===== config.mk =====
export PLATFORM = sky130hd
export DESIGN_NAME = branch_resolve
export DESIGN_NICKNAME = d
export VERILOG_FILES = /design/src/rtl/cpu_br_pkg.sv /design/src/rtl/br_cond_decode.sv /design/src/rtl/branch_resolve.sv
export SDC_FILE = /design/constraint.sdc
export NUM_CORES = 1
export LEC_CHECK = 0
export CORE_UTILIZATION = 45
export CTS_BUF_LIST = sky130_fd_sc_hd__clkbuf_8
export CTS_CLUSTER_DIAMETER = 40
export DETAILED_ROUTE_END_ITERATION = 8
export PLACE_DENSITY = 0.78
export SKIP_CTS_REPAIR_TIMING = 1
export SYNTH_ARGS = -nofsm -noshare
export SYNTH_HDL_FRONTEND = slang
export SYNTH_SLANG_ARGS = --single-unit

===== constraint.sdc =====
create_clock -name clk -period 3.3 [get_ports clk]
set_input_delay 0.495 -clock clk [delete_from_list [all_inputs] [get_ports clk]]
set_output_delay 0.495 -clock clk [all_outputs]
set_load 0.02 [all_outputs]

===== src/rtl/cpu_br_pkg.sv =====
// -----------------------------------------------------------------------------
// cpu_br_pkg
// Shared encodings for the branch resolution block:
//   - branch opcode encodings (BR_NONE .. BR_JMP)
//   - bit positions inside the comparator's one-hot compare code
//   - the flush sequencer state enum
//   - a small one-hot helper used by the condition decoder
// -----------------------------------------------------------------------------
package cpu_br_pkg;

    // Branch opcodes as presented by the decode stage
    localparam logic [2:0] BR_NONE = 3'b000;
    localparam logic [2:0] BR_BEQ  = 3'b001;
    localparam logic [2:0] BR_BNE  = 3'b010;
    localparam logic [2:0] BR_BLT  = 3'b011;
    localparam logic [2:0] BR_BGE  = 3'b100;
    localparam logic [2:0] BR_BGT  = 3'b101;
    localparam logic [2:0] BR_BLE  = 3'b110;
    localparam logic [2:0] BR_JMP  = 3'b111;

    // Bit indices of the comparator output {less, greater, equal}
    localparam int CMP_EQ = 0;
    localparam int CMP_GT = 1;
    localparam int CMP_LT = 2;

    // Flush sequencer states
    typedef enum logic {
        ST_RUN   = 1'b0,
        ST_FLUSH = 1'b1
    } state_t;

    // A well-formed compare code has exactly one bit set
    function automatic logic is_onehot3(input logic [2:0] code);
        return (code == 3'b001) || (code == 3'b010) || (code == 3'b100);
    endfunction

endpackage


===== src/rtl/br_cond_decode.sv =====
// -----------------------------------------------------------------------------
// br_cond_decode
// Purely combinational: maps a branch opcode and the comparator's one-hot
// compare code to a branch condition and a malformed-code error flag.
//
// Ports:
//   i_br_op      in  3  branch opcode (see cpu_br_pkg)
//   i_cmp_code   in  3  {less, greater, equal} from the comparator
//   o_cond_true  out 1  branch condition holds (forced 0 on a malformed code)
//   o_code_err   out 1  conditional op seen with a non-one-hot compare code
// -----------------------------------------------------------------------------
module br_cond_decode
    import cpu_br_pkg::*;
(
    input  logic [2:0] i_br_op,
    input  logic [2:0] i_cmp_code,
    output logic       o_cond_true,
    output logic       o_code_err
);

    logic w_eq;
    logic w_gt;
    logic w_lt;
    logic w_legal;
    logic w_cond;
    logic w_is_conditional;

    assign w_eq    = i_cmp_code[CMP_EQ];
    assign w_gt    = i_cmp_code[CMP_GT];
    assign w_lt    = i_cmp_code[CMP_LT];
    assign w_legal = is_onehot3(i_cmp_code);

    always_comb begin
        w_cond           = 1'b0;
        w_is_conditional = 1'b0;
        case (i_br_op)
            BR_NONE: begin
                w_cond = 1'b0;
            end
            BR_BEQ: begin
                w_cond           = w_eq;
                w_is_conditional = 1'b1;
            end
            BR_BNE: begin
                w_cond           = !w_eq;
                w_is_conditional = 1'b1;
            end
            BR_BLT: begin
                w_cond           = w_lt;
                w_is_conditional = 1'b1;
            end
            BR_BGE: begin
                w_cond           = w_eq | w_gt;
                w_is_conditional = 1'b1;
            end
            BR_BGT: begin
                w_cond           = w_gt;
                w_is_conditional = 1'b1;
            end
            BR_BLE: begin
                w_cond           = w_eq | w_lt;
                w_is_conditional = 1'b1;
            end
            default: begin  // BR_JMP: unconditional, compare code irrelevant
                w_cond = 1'b1;
            end
        endcase
    end

    // A malformed compare code can never produce a taken conditional branch;
    // NONE and JMP ignore the code entirely.
    assign o_cond_true = w_is_conditional ? (w_cond && w_legal) : w_cond;
    assign o_code_err  = w_is_conditional && !w_legal;

endmodule


===== src/rtl/branch_resolve.sv =====
// -----------------------------------------------------------------------------
// branch_resolve
// EX/MEM branch resolution. Accepts a branch candidate (opcode, compare code,
// PC, word offset), registers a taken/target decision in a single output slot
// with a valid/ready handshake, and issues a flush pulse of FLUSH_CYCLES
// cycles for the fetch/decode stages whenever a taken branch is accepted.
//
// Optional feature: define BR_STATS_EN to add saturating 16-bit counters of
// accepted branches (br_cnt) and accepted taken branches (tkn_cnt).
//
// Ports:
//   clk        in  1     rising-edge clock
//   rst        in  1     synchronous, active-high reset
//   in_valid   in  1     upstream holds a branch candidate
//   in_ready   out 1     candidate accepted this cycle when in_valid is high
//   cmp_code   in  3     {less, greater, equal} from the comparator
//   br_op      in  3     branch opcode (see cpu_br_pkg)
//   pc         in  PC_W  address of the branch instruction
//   imm        in  PC_W  sign-extended word offset
//   out_valid  out 1     registered decision is valid
//   out_ready  in  1     downstream consumes the decision
//   taken      out 1     branch is taken
//   target     out PC_W  next PC
//   flush      out 1     squash younger instructions
//   cmp_err    out 1     malformed compare code on a conditional op
//   br_cnt     out 16    (BR_STATS_EN) accepted branches with op != NONE
//   tkn_cnt    out 16    (BR_STATS_EN) accepted taken branches
//   dbg_state  out 1     current sequencer state (0 = RUN, 1 = FLUSH)
//
// Handshake: a transfer happens on a rising edge where valid and ready are
// both high. The producer keeps valid and its payload stable until that edge;
// ready may depend combinationally on the consumer's ready but never on valid.
// -----------------------------------------------------------------------------
module branch_resolve
    import cpu_br_pkg::*;
#(
    parameter int PC_W         = 32,
    parameter int FLUSH_CYCLES = 2
)(
    input  logic            clk,
    input  logic            rst,
    input  logic            in_valid,
    output logic            in_ready,
    input  logic [2:0]      cmp_code,
    input  logic [2:0]      br_op,
    input  logic [PC_W-1:0] pc,
    input  logic [PC_W-1:0] imm,
    output logic            out_valid,
    input  logic            out_ready,
    output logic            taken,
    output logic [PC_W-1:0] target,
    output logic            flush,
    output logic            cmp_err,
`ifdef BR_STATS_EN
    output logic [15:0]     br_cnt,
    output logic [15:0]     tkn_cnt,
`endif
    output logic            dbg_state
);

    localparam logic [3:0] FLUSH_INIT = 4'(FLUSH_CYCLES);

    state_t          r_state;
    logic [3:0]      r_flush_cnt;
    logic            r_flush;
    logic            r_out_valid;
    logic            r_taken;
    logic [PC_W-1:0] r_target;
    logic            r_cmp_err;

    logic            w_cond_true;
    logic            w_code_err;
    logic            w_accept;
    logic            w_in_ready;
    logic [PC_W-1:0] w_tgt_seq;
    logic [PC_W-1:0] w_tgt_br;

    br_cond_decode u_cond (
        .i_br_op     (br_op),
        .i_cmp_code  (cmp_code),
        .o_cond_true (w_cond_true),
        .o_code_err  (w_code_err)
    );

    // The slot can take a new candidate when empty or when its current
    // occupant leaves on this same edge; the flush window blocks all accepts.
    assign w_in_ready = (r_state == ST_RUN) && (!r_out_valid || out_ready);
    assign w_accept   = in_valid && w_in_ready;

    // Wrap-around arithmetic; imm is a word offset, hence the shift.
    assign w_tgt_seq = pc + PC_W'(4);
    assign w_tgt_br  = w_tgt_seq + (imm << 2);

    // Decision slot and flush sequencer
    always_ff @(posedge clk) begin
        if (rst) begin
            r_state     <= ST_RUN;
            r_flush_cnt <= 4'd0;
            r_flush     <= 1'b0;
            r_out_valid <= 1'b0;
            r_taken     <= 1'b0;
            r_target    <= '0;
            r_cmp_err   <= 1'b0;
        end else begin
            if (w_accept) begin
                r_out_valid <= 1'b1;
                r_taken     <= w_cond_true;
                r_target    <= w_cond_true ? w_tgt_br : w_tgt_seq;
                r_cmp_err   <= w_code_err;
            end else if (r_out_valid && out_ready) begin
                r_out_valid <= 1'b0;
            end

            case (r_state)
                ST_RUN: begin
                    // Flush starts together with the decision's first valid cycle
                    if (w_accept && w_cond_true) begin
                        r_state     <= ST_FLUSH;
                        r_flush     <= 1'b1;
                        r_flush_cnt <= FLUSH_INIT;
                    end
                end
                ST_FLUSH: begin
                    // Counter holds the number of flush cycles still to show,
                    // including the current one; independent of out_ready.
                    if (r_flush_cnt <= 4'd1) begin
                        r_state     <= ST_RUN;
                        r_flush     <= 1'b0;
                        r_flush_cnt <= 4'd0;
                    end else begin
                        r_flush_cnt <= r_flush_cnt - 4'd1;
                    end
                end
                default: begin
                    r_state     <= ST_RUN;
                    r_flush     <= 1'b0;
                    r_flush_cnt <= 4'd0;
                end
            endcase
        end
    end

`ifdef BR_STATS_EN
    logic [15:0] r_br_cnt;
    logic [15:0] r_tkn_cnt;

    // Saturating statistics, updated on the same edge as the decision slot
    always_ff @(posedge clk) begin
        if (rst) begin
            r_br_cnt  <= 16'd0;
            r_tkn_cnt <= 16'd0;
        end else if (w_accept) begin
            if ((br_op != BR_NONE) && (r_br_cnt != 16'hFFFF)) begin
                r_br_cnt <= r_br_cnt + 16'd1;
            end
            if (w_cond_true && (r_tkn_cnt != 16'hFFFF)) begin
                r_tkn_cnt <= r_tkn_cnt + 16'd1;
            end
        end
    end

    assign br_cnt  = r_br_cnt;
    assign tkn_cnt = r_tkn_cnt;
`endif

    assign in_ready  = w_in_ready;
    assign out_valid = r_out_valid;
    assign taken     = r_taken;
    assign target    = r_target;
    assign flush     = r_flush;
    assign cmp_err   = r_cmp_err;
    assign dbg_state = r_state;

endmodule


==> summary.md <==
| Metric | Value |
|---|---|
| Status | complete, but fails checks |
| Violated checks | negative setup slack |
| Layout fillers | 559 |
| Place WS | -0.8582 ns |
| Core area | 0.008763 mm² |
| GRT Total Usage | 27.71% |
| Storage cell area | 820.8 µm² |
| Antenna diode count | 0 |
| Layout area overhead | 67.70% |
| Internal | 1402 µW |
| CTS Buffer Depth | 2 |
| Initial antenna violation count | 0 |
| Die Width | 97.57 µm |
| Cell Area, Synth | 0.004110 mm² |
| RSZ-0062 raised after global routing | true |
| Number of global-route vias before repair | 4866 |
| Fin crit period | 3.325 ns |
| Reg power frac | 26.2% |
| Initial drt markers | 329 |
| Async set-reset flop share out of synthesis | 0% |
| Drt pass-1 iters | 5 |
| Total die area | 0.009520 mm² |
| Post-synthesis sequential area ratio | 19.97% |
| Pleak | 0.003081 µW |
| Switch share | 35.63% |
| Worst Tran Pin Value | 0.4424 ns |
| Slew Limit Fails | 0 |
| PD cells | 316.1 mW/mm² |
| CTS tree | done |
| Maxcap violations | 0 |
| Clock network power share | 23.0% |
| HP Class | reg2reg |
| Total number of vias | 5139 |
| Finish-stage setup viols | 2 |
| Final period util | 100.8% |
| Worst-Skew Late Latency | 0.30 ns |
| Post-synthesis cell count | 534 |
| Htree depth | 2 |
| Initial Util | 46.90% |
| WS Path Type | in2reg |
| Clock tree root driver cell | clkbuf_8 |
| Max_slew headroom | 70.51% |
| Remaining Overflow, GRT | 0 |
| Row count | 34 |
| Mean Syn Cell Area | 7.697 µm² |
| DRC | 0 |
| Clock-pin slew of the registers on the worst-case setup and hold paths | 0.09 ns |
| Critical Path AT | 3.54 ns |
| Number of synthesized register bits | 41 |
| Crit-path max FO | 6 |
| Nets | 880 |
| Reg2reg setup slack | 1.46 ns |
| Combinational power share | 50.8% |
| Synth Flop Type | dfxtp_1 |
| PortBufs | 109 |
| DR vias/cell | 5.873 |
| Die H | 97.57 µm |
| Multi-input logic area | 0.003551 mm² |
| Most frequent cells in the layout | 139 x buf_4, 90 x clkdlybuf4s50_1, 52 x nor2_1 |
| Critical Path Source Type | input port |
| Avg WL per Cell | 17.01 µm |
| Critical path data required time | 3.52 ns |
| DP Wirelength | 10.70 mm |
| Setup slack after layout | -0.02542 ns |
| Dpl cell area | 0.006275 mm² |
| Antenna viol nets, final | 0 |
| Peak supply drop | 219.6 µV |
| Final count of hold timing violations | 0 |
| Warnings from Yosys | 0 |
| Max Fclk | 0.3007 GHz |
| Pin count of the biggest net entering global routing | 39 |
| CP endpoint kind | flop |
| CTS sink cnt | 41 |
| Unique masters post-synth | 57 |
| Worst Skew | 0.005394 ns |
| GP Congestion | 0.9783 |
| Wire length of the first global-routing pass | 21.94 mm |
| Finished Cell Area | 0.006893 mm² |
| DRT Wirelength | 14.88 mm |
| Post-synth EDFFs | 0 |
| TritonCTS buffer count | 5 |
| Most common cell after layout, fill and taps aside | buf_4 |
| Io pins | 112 |
| Layout cells sized above 1 | 30.25% |
| Synth Net Count | 648 |
| Switching Power | 776.3 µW |
## cells by family after synthesis
kind of cell / count (synthesis) / synth area share (%)
compound gates: 150 / 23.99
xor+xnor: 52 / 11.26
fa+ha+maj: 40 / 12.36
buf+inv: 39 / 3.866
flops: 41 / 19.97
mux: 19 / 4.657
simple gates: 193 / 23.90
## power groups by stage
stage / Combinational [µW] / Clock [µW] / Sequential (µW)
floorplan: 471 / 0 / 630
global placement: 969 / 0 / 578
detailed placement: 999 / 0 / 580
CTS: 1010 / 503 / 569
global route: 1180 / 526 / 576
finish: 1110 / 501 / 570
## final timing paths
| kind | startpoint | to | cells after the start |
|---|---|---|---|
| max reg2reg | dbg_state | r_flush_cnt[3] | 7 |
| min reg2reg | cmp_err | cmp_err | 2 |
| max | pc[5] | target[30] | 16 |
| min | cmp_err | cmp_err | 2 |
## synth_stat cells, drive strengths merged (3+ instances only)
cell,instances,area [µm²]
a21o,19,142.6
a31o,3,26.28
buf,9,46.29
inv,14,52.55
o21bai,3,22.52
o21ai,19,95.09
a21oi,52,260.3
xor2,21,183.9
dfxtp,41,820.8
o211ai,5,37.54
ha,39,488.0
nand4,15,108.9
nand3,16,92.59
and4,8,73.82
nor3,16,80.08
and3,5,31.28
and2,4,25.02
nand2,42,157.7
a31oi,4,25.02
clkbuf,16,60.06
or3,3,18.77
nor4,3,18.77
xnor2,31,279.0
mux2i,18,180.2
a211oi,27,202.7
nand2b,10,62.56
nor2,61,229.0
## metrics by stage
stage          cells  setup TNS (ns)  total power [µW]  hold slack (ns)  util, %
2_1_floorplan    534        -0.03643              1101           0.4660        -
3_3_place_gp     858          -11.77              1548           0.4419    71.60
3_5_place_dp     858          -13.68              1580           0.4544    71.60
4_1_cts          866          -7.175              2080           0.4671    73.17
5_1_grt          875         -0.6830              2283           0.4865    78.66
6_report         875        -0.02848              2179           0.4661    78.66
## flip-flops by register name (all words and copies together) (netlist names)
signal,flops
flush,1
out_valid,1
r_flush_cnt,4
target,32
taken,1
cmp_err,1
dbg_state,1
## final cells by class
cell class                 count  share of cell area, %
multi-input combinational    454                  51.52
timing repair buffer         250                  31.86
sequential                    41                  11.91
tap                          108                  1.960
clock buffer                   5                 0.9984
clock inverter                 3                 0.9984
inverter                      14                 0.7624
## metal layers
layer	share of wire (%)	vias up	global-route usage (%)
met4	2.8	0	8.258
met2	49	246	49.06
met1	41	2415	34.74
met5	0	-	0
met3	6.8	51	3.669
li1	-	2427	-
## worst max-delay path: stages
cell	delay, ns
buf_6	0.07
and4_4	0.23
and4_4	0.28
buf_8	0.14
nand4_1	0.14
xnor2_2	0.24
ha_1	0.30
a21o_1	0.21
a21o_1	0.18
a21oi_1	0.17
o21ai_1	0.14
a21oi_1	0.26
o21ai_1	0.15
buf_4	0.16
mux2i_1	0.13
a211oi_1	0.24
No activity file was read; power rests on OpenSTA's default activity.
